--- src/rtl/tron_pkg.sv ---
// Shared Tron CPU definitions: condition codes, branch kinds, ALU flag bit
// positions and the branch unit state encoding.
package tron_pkg;

    localparam logic [3:0] COND_EQ = 4'h0;
    localparam logic [3:0] COND_NE = 4'h1;
    localparam logic [3:0] COND_CS = 4'h2;
    localparam logic [3:0] COND_CC = 4'h3;
    localparam logic [3:0] COND_HI = 4'h4;
    localparam logic [3:0] COND_LS = 4'h5;
    localparam logic [3:0] COND_GT = 4'h6;
    localparam logic [3:0] COND_LE = 4'h7;
    localparam logic [3:0] COND_FS = 4'h8;
    localparam logic [3:0] COND_FC = 4'h9;
    localparam logic [3:0] COND_LO = 4'hA;
    localparam logic [3:0] COND_HS = 4'hB;
    localparam logic [3:0] COND_LT = 4'hC;
    localparam logic [3:0] COND_GE = 4'hD;
    localparam logic [3:0] COND_UC = 4'hE;
    localparam logic [3:0] COND_NV = 4'hF;

    localparam logic [1:0] KIND_RSVD  = 2'b00;
    localparam logic [1:0] KIND_BCOND = 2'b01;
    localparam logic [1:0] KIND_JCOND = 2'b10;
    localparam logic [1:0] KIND_JAL   = 2'b11;

    localparam int FLAG_C = 0;
    localparam int FLAG_L = 1;
    localparam int FLAG_F = 2;
    localparam int FLAG_Z = 3;
    localparam int FLAG_N = 4;

    typedef enum logic [1:0] {
        ST_IDLE     = 2'd0,
        ST_RESOLVE  = 2'd1,
        ST_REDIRECT = 2'd2
    } bu_state_t;

endpackage

--- src/rtl/cond_eval.sv ---
// Combinational condition-code evaluator: reports whether cond passes for
// the given ALU flag word. Shared by any unit that predicates on flags.
module cond_eval
    import tron_pkg::*;
(
    input  logic [3:0] cond,
    input  logic [4:0] flags,
    output logic       pass
);

    logic c;
    logic l;
    logic f;
    logic z;
    logic n;

    assign c = flags[FLAG_C];
    assign l = flags[FLAG_L];
    assign f = flags[FLAG_F];
    assign z = flags[FLAG_Z];
    assign n = flags[FLAG_N];

    always_comb begin
        pass = 1'b0;
        case (cond)
            COND_EQ: pass = z;
            COND_NE: pass = ~z;
            COND_CS: pass = c;
            COND_CC: pass = ~c;
            COND_HI: pass = l;
            COND_LS: pass = ~l;
            COND_GT: pass = n;
            COND_LE: pass = ~n;
            COND_FS: pass = f;
            COND_FC: pass = ~f;
            COND_LO: pass = ~l & ~z;
            COND_HS: pass = l | z;
            COND_LT: pass = ~n & ~z;
            COND_GE: pass = n | z;
            COND_UC: pass = 1'b1;
            COND_NV: pass = 1'b0;
            default: pass = 1'b0;
        endcase
    end

endmodule

--- src/rtl/branch_unit.sv ---
// Tron branch unit: owns the PC, resolves Bcond/Jcond/JAL requests against
// the ALU flags and redirects fetch with a one-cycle flush pulse.
module branch_unit
    import tron_pkg::*;
#(
    parameter int WIDTH  = 16,
    parameter int DISP_W = 8
) (
    input  logic              clk,
    input  logic              reset,
    input  logic              pc_en,
    input  logic              req_valid,
    output logic              req_ready,
    input  logic [1:0]        req_kind,
    input  logic [3:0]        cond,
    input  logic [DISP_W-1:0] disp,
    input  logic [WIDTH-1:0]  target,
    input  logic [4:0]        flags,
    output logic [WIDTH-1:0]  pc,
    output logic              taken,
    output logic              flush,
    output logic              link_valid,
    output logic [WIDTH-1:0]  link_addr,
    output logic [15:0]       taken_count
);

    localparam logic [WIDTH-1:0] PC_ONE = {{(WIDTH-1){1'b0}}, 1'b1};

    bu_state_t         state_reg, state_next;
    logic [WIDTH-1:0]  pc_reg, pc_next;
    logic [WIDTH-1:0]  bpc_reg, bpc_next;
    logic [1:0]        bkind_reg, bkind_next;
    logic [3:0]        bcond_reg, bcond_next;
    logic [DISP_W-1:0] bdisp_reg, bdisp_next;
    logic [WIDTH-1:0]  btarget_reg, btarget_next;
    logic [WIDTH-1:0]  tgt_reg, tgt_next;
    logic              taken_reg, taken_next;
    logic              flush_reg, flush_next;
    logic              link_valid_reg, link_valid_next;
    logic [WIDTH-1:0]  link_addr_reg, link_addr_next;
    logic [15:0]       taken_count_reg, taken_count_next;

    logic              cond_pass;
    logic [WIDTH-1:0]  disp_ext;
    logic              accept;

    cond_eval u_cond_eval (
        .cond  (bcond_reg),
        .flags (flags),
        .pass  (cond_pass)
    );

    // Sign-extend the captured displacement up to the PC width.
    assign disp_ext[DISP_W-1:0] = bdisp_reg;
    generate
        for (genvar gi = DISP_W; gi < WIDTH; gi++) begin : g_sext
            assign disp_ext[gi] = bdisp_reg[DISP_W-1];
        end
    endgenerate

    assign accept = req_valid && (req_kind != KIND_RSVD);

    always_comb begin
        state_next       = state_reg;
        pc_next          = pc_reg;
        bpc_next         = bpc_reg;
        bkind_next       = bkind_reg;
        bcond_next       = bcond_reg;
        bdisp_next       = bdisp_reg;
        btarget_next     = btarget_reg;
        tgt_next         = tgt_reg;
        taken_next       = 1'b0;
        flush_next       = 1'b0;
        link_valid_next  = 1'b0;
        link_addr_next   = link_addr_reg;
        taken_count_next = taken_count_reg;

        case (state_reg)
            ST_IDLE: begin
                // A request outranks a sequential advance in the same cycle.
                if (accept) begin
                    bpc_next     = pc_reg;
                    bkind_next   = req_kind;
                    bcond_next   = cond;
                    bdisp_next   = disp;
                    btarget_next = target;
                    state_next   = ST_RESOLVE;
                end else if (pc_en) begin
                    pc_next = pc_reg + PC_ONE;
                end
            end
            ST_RESOLVE: begin
                if ((bkind_reg == KIND_JAL) || cond_pass) begin
                    taken_next = 1'b1;
                    if (taken_count_reg != 16'hFFFF) begin
                        taken_count_next = taken_count_reg + 16'd1;
                    end
                    tgt_next   = (bkind_reg == KIND_BCOND) ? (bpc_reg + disp_ext)
                                                           : btarget_reg;
                    state_next = ST_REDIRECT;
                end else begin
                    pc_next    = bpc_reg + PC_ONE;
                    state_next = ST_IDLE;
                end
            end
            ST_REDIRECT: begin
                pc_next    = tgt_reg;
                flush_next = 1'b1;
                if (bkind_reg == KIND_JAL) begin
                    link_valid_next = 1'b1;
                    link_addr_next  = bpc_reg + PC_ONE;
                end
                state_next = ST_IDLE;
            end
            default: begin
                state_next = ST_IDLE;
            end
        endcase
    end

    always_ff @(posedge clk) begin
        if (reset) begin
            state_reg       <= ST_IDLE;
            pc_reg          <= '0;
            bpc_reg         <= '0;
            bkind_reg       <= KIND_RSVD;
            bcond_reg       <= COND_EQ;
            bdisp_reg       <= '0;
            btarget_reg     <= '0;
            tgt_reg         <= '0;
            taken_reg       <= 1'b0;
            flush_reg       <= 1'b0;
            link_valid_reg  <= 1'b0;
            link_addr_reg   <= '0;
            taken_count_reg <= 16'h0000;
        end else begin
            state_reg       <= state_next;
            pc_reg          <= pc_next;
            bpc_reg         <= bpc_next;
            bkind_reg       <= bkind_next;
            bcond_reg       <= bcond_next;
            bdisp_reg       <= bdisp_next;
            btarget_reg     <= btarget_next;
            tgt_reg         <= tgt_next;
            taken_reg       <= taken_next;
            flush_reg       <= flush_next;
            link_valid_reg  <= link_valid_next;
            link_addr_reg   <= link_addr_next;
            taken_count_reg <= taken_count_next;
        end
    end

    assign req_ready   = (state_reg == ST_IDLE);
    assign pc          = pc_reg;
    assign taken       = taken_reg;
    assign flush       = flush_reg;
    assign link_valid  = link_valid_reg;
    assign link_addr   = link_addr_reg;
    assign taken_count = taken_count_reg;

endmodule

--- config.mk ---
export PLATFORM = sky130hd
export DESIGN_NAME = branch_unit
export DESIGN_NICKNAME = d
export VERILOG_FILES = /design/src/rtl/tron_pkg.sv /design/src/rtl/cond_eval.sv /design/src/rtl/branch_unit.sv
export SDC_FILE = /design/constraint.sdc
export NUM_CORES = 1
export LEC_CHECK = 0
export ABC_CLOCK_PERIOD_IN_PS = 5400
export CORE_ASPECT_RATIO = 1.25
export CORE_MARGIN = 1
export CORE_UTILIZATION = 35
export DETAILED_ROUTE_END_ITERATION = 7
export GPL_ROUTABILITY_DRIVEN = 0
export PLACE_DENSITY = 0.59
export REMOVE_ABC_BUFFERS = 1
export SLEW_MARGIN = 20
export SYNTH_ARGS = -nofsm -noshare
export SYNTH_HDL_FRONTEND = slang
export SYNTH_HIERARCHICAL = 1
export SYNTH_SLANG_ARGS = --single-unit
--- constraint.sdc ---
create_clock -name clk -period 5.4 [get_ports clk]
set_input_delay 1.08 -clock clk [delete_from_list [all_inputs] [get_ports clk]]
set_output_delay 1.08 -clock clk [all_outputs]
set_load 0.005 [all_outputs]
---- Word-level counts from Yosys, hierarchy flattened ----
Index checks and enable logic that the tools add are counted.
storage, ports and cells
  flip-flop bits (word level) ............. 115
  output and inout bits ................... 52
  word-level logic and storage cells ...... 77
operators by class
  $add $sub $neg .......................... 4
  equal/unequal tests ..................... 24
  multiplexer cells ....................... 12
  bitwise gates (word level) .............. 11
  reduce and logical (&&, ||, !) cells .... 13
operators with widths
  cell                   number
  $mux 16                4
  $add 16x1->16 const B  3
  $pmux 16 s3            1
  $eq 4x4->1 const B     8
  $add 16x16->16         1
  $eq 4x3->1 const B     4
  $ne 16x16->1 const B   1
  $pmux 1 s16            1
  $eq 4x2->1 const B     2
  $not 1->1              7
  $ne 2x2->1 const B     3
  $reduce_and 2->1       3
  $eq 2x1->1 const B     2
  $eq 2x2->1 const B     2
  $eq 4x1->1 const B     1
  $logic_not 4->1        1
  $mux 2                 2
  $pmux 2 s2             1
  $reduce_and 4->1       1
  $reduce_or 2->1        2
  $mux 1                 3
  $reduce_and 3->1       1
  $reduce_bool 3->1      1
  $and 1x1->1            2
  6 further kinds        7

---- Depth between registers and ports, before layout ----
  word-level depth ........................ 6
  depth in mapped cells ................... 12
  mapped depth without buffers ............ 10

---- Modules after synthesis ----
The synthesis kept the hierarchy.
by module, submodules not included
  module       times used  cells an instance  area each (µm²)
  branch_unit  1           742                5770.5
  cond_eval    1           23                 183.9

---- Least setup slack after synthesis ----
Ideal clock, no wire load.
  kind .................................... input -> register
  start ................................... input flags[3]
  end ..................................... register pc_reg[1], in the netlist pc[1]
  setup time .............................. 0.070 ns
  arrival time ............................ 3.087 ns
  required time ........................... 5.330 ns
  slack ................................... 2.242 ns
  stages on the path ...................... 10
  buffers on the path ..................... 2
  cell sequence ........................... nor3b_2 -> o31ai_1 -> a211o_1 -> a221o_1 -> o21a_1 -> buf_6 -> a211o_1 -> buf_2 -> or3_1 -> a21oi_1
between the ends
  word-level cells in the longest chain between the ends .. 6
  elaborated cells on any way between the ends .. 9
  classes of those cells .................. eq/ne: 1; mux: 1; bitwise: 5; reduce/logical: 2
RTL lines
  item                                   RTL line                                           RTL
  from (decl)                            branch_unit.sv:18                                  input logic [4:0] flags,
  $not 1->1                              cond_eval.sv:27, cond_eval.sv:36, cond_eval.sv:38
  $and 1x1->1, on equally long branches  cond_eval.sv:38, cond_eval.sv:36
  $pmux 1 s16 (*)                        cond_eval.sv:25                                    case (cond)
  named net cond_pass                    branch_unit.sv:43                                  logic cond_pass;
  $logic_or 1x1->1 (*)                   branch_unit.sv:93                                  if ((bkind_reg == KIND_JAL) || cond_pass) begin
  $ne 2x2->1 (no line) (*)               -
  $reduce_and 4->1 (no line) (*)         -
  to (signal assigned)                   branch_unit.sv:138                                 pc_reg <= pc_next;
  to (decl)                              branch_unit.sv:30                                  logic [WIDTH-1:0] pc_reg, pc_next;
The timed path passes the listed nets; every way through them passes the cells marked *.
A chain may end at the register's enable or synchronous reset.

---- Worst setup path in the final report ----
  start ................................... input flags[3]
  end ..................................... register pc_reg[11], in the netlist pc[11]
Same word-level chain as after synthesis.

==> qor.yml <==
rows: 52
wl_met1_um: 7430
crit_type: "in -> reg"
drc: 0
leakagePower_uw: 0.00264
ant_nets: 0
regArea_um2: 2300
syn_avg_cell_area_um2: 7.78
clock_latency_ps: 420
crit_required_ps: 5700
critPathLaunchType: "input port"
port_buffers: 90
finish.utilization: 0.461
grt_first_pass_wirelength_um: 26200
coreArea_um2: 16400
dr_total_vias: 5518
maxSlewHeadroom: 0.286
cts_root_buf: "clkbuf_16"
postCtsSetupBuffers: 0
ir_drop_v: 0.000196
slew_violations: 0
min_period_over_period: 0.696
syn_inst: 765
drv_cap: 0
die_x_um: 119
nets: 898
hpwl_um: 11200
netlist_top_cells_area: "dfxtp_1 39%, nand2_1 9.4%, a21oi_1 7.4%, nor2_1 5.0%, ha_1 4.6%"
dieHeight_um: 148
post_cts_resize_count: 0
end_kind: "flip-flop"
status: "finished, final reports clean"
wl_per_cell_um: 14.9
finalClockSkew_ps: 7.20
drt-pass1-iter-count: 7
vias_per_cell: 5.19
cts_max_level: 4
multi_input_area_um2: 3420
grt_max_degree: 89
power_density_nw_per_um2: 307
grt_setup_unrepaired: "no"
grt_pass1_vias: 5182
tightest_slew_ps: 1070
top_layer: "met4"
clk_pin_slew_worst_paths_ps: 50
fmax_mhz: 266
synth_async_sr_flop_share: 0
drt_iter0_markers: 289
hold_viol_final: 0
synth_seq_cells: 115
start_util: 0.363
clk_path_buf_depth: 2
worst-endpoint-arrival_ps: 4060
antenna_found_initial: 0
hold_path_class: "reg -> reg"
fill_cells: 1725
synth_edf_count: 0
crit_path_max_fanout: 13
grt-ovfl-total: 0
cts_sinks: 115
grt_use_total: 0.188
synth_most_common_cell: "nand2_1"
setup_viol: 0
ys_warn_count: 6
synth_area_um2: 5950
ys.flop_type: "dfxtp_1"
stdcell_area_um2: 7560
wl_met3_um: 663
drive_gt1_frac: 0.0578
cts_tree: "built"
die-area_um2: 17500
n_antenna_cell: 0
dpl-instance-area_um2: 6990
cts_buffers: 17
synth_top_area_cell: "dfxtp_1"
period_minus_slack_ps: 3760
ys_types: 62
synth_common_cells: "149 x nand2_1, 115 x dfxtp_1, 88 x a21oi_1, 79 x nor2_1, 36 x clkbuf_1"
fin_tns_setup_ps: 0
wirelength_um: 15900
synthToLayoutAreaGrowth_pct: 27.0
seq_area_frac_synth: 0.387
synth_top_area_frac: 0.387
dr_wl_met2_um: 7470
ios: 91
holdBufCountCts: 0
==> layer usage <==
| metal | vias to the layer above | GRT usage |
|---|---|---|
| met5 | - | 0 |
| met4 | 0 | 0.0766 |
| met3 | 25 | 0.0386 |
| met2 | 128 | 0.311 |
| met1 | 2517 | 0.239 |
| li1 | 2848 | - |
==> stage by stage <==
stage / worst slack (ps) / power (µW) / hold slack [ps] / std cells
final: 1640 / 2320 / 454 / 1064
after global routing: 1450 / 2420 / 470 / 1064
after CTS: 1640 / 2340 / 457 / 1064
after detailed placement: 1200 / 1230 / 449 / 1033
after global placement: 1220 / 1230 / 442 / 1033
after floorplan: 1890 / 1100 / 426 / 720
==> critical path, cell delays in order <==
cell	delay, ps
clkdlybuf4s50_1	510
nor3b_2	220
o31ai_1	100
a211o_1	230
a221o_1	360
o21a_1	330
a211oi_4	540
nand2_1	270
a211oi_1	350
nor3_1	70
==> power breakdown <==
| group | switching [µW] | internal [µW] |
|---|---|---|
| clock | 394 | 714 |
| combinational | 158 | 123 |
| sequential | 43.3 | 887 |
==> layout by cell type, fill, tap and decap left out, drive strengths merged, types with 4 or more instances in the layout <==
cell type,netlist,layout
nand2,149,149
dfxtp,115,115
clkdlybuf4s50,0,89
a21oi,89,89
nor2,79,79
o21ai,32,32
nand3,23,23
ha,22,22
a211oi,22,22
xor2,19,19
xnor2,19,19
clkbuf,36,19
nor3,17,17
nand4,13,13
inv,12,12
and3,10,10
a31oi,10,10
nand2b,8,8
o211ai,8,8
buf,9,8
nor2b,7,7
clkinv,0,7
a311oi,6,6
a221oi,5,5
mux2i,5,5
o21a,4,4
or3,4,4
and2,4,4
==> cell families after synthesis <==
group / share of synthesized area
XOR/XNOR: 0.0559
adder cells (fa/ha/maj): 0.0496
flip-flops: 0.387
multiplexers: 0.00841
AND/OR/NAND/NOR: 0.247
buffers and inverters: 0.0389
AO/OA/AOI/OAI: 0.213
==> path summary, 6_finish.rpt <==
| check | cells past startpoint | slack [ps] | to | startpoint |
|---|---|---|---|---|
| hold reg to reg | 2 | 450 | btarget_reg[3] | btarget_reg[3] |
| setup / recovery | 10 | 1640 | pc[11] | flags[3] |
| setup reg to reg | 9 | 2330 | pc[11] | bcond_reg[0] |
| hold / removal | 2 | 450 | btarget_reg[3] | btarget_reg[3] |
==> final cells by class <==
type,count,share of cell area
repair buffers,97,0.126
well taps,216,0.0357
inverters,12,0.00596
multi-input cells,593,0.452
clock buffers,19,0.0572
clock inverters,12,0.0185
flip-flops and latches,115,0.304
(Power assumes the default switching activity.)
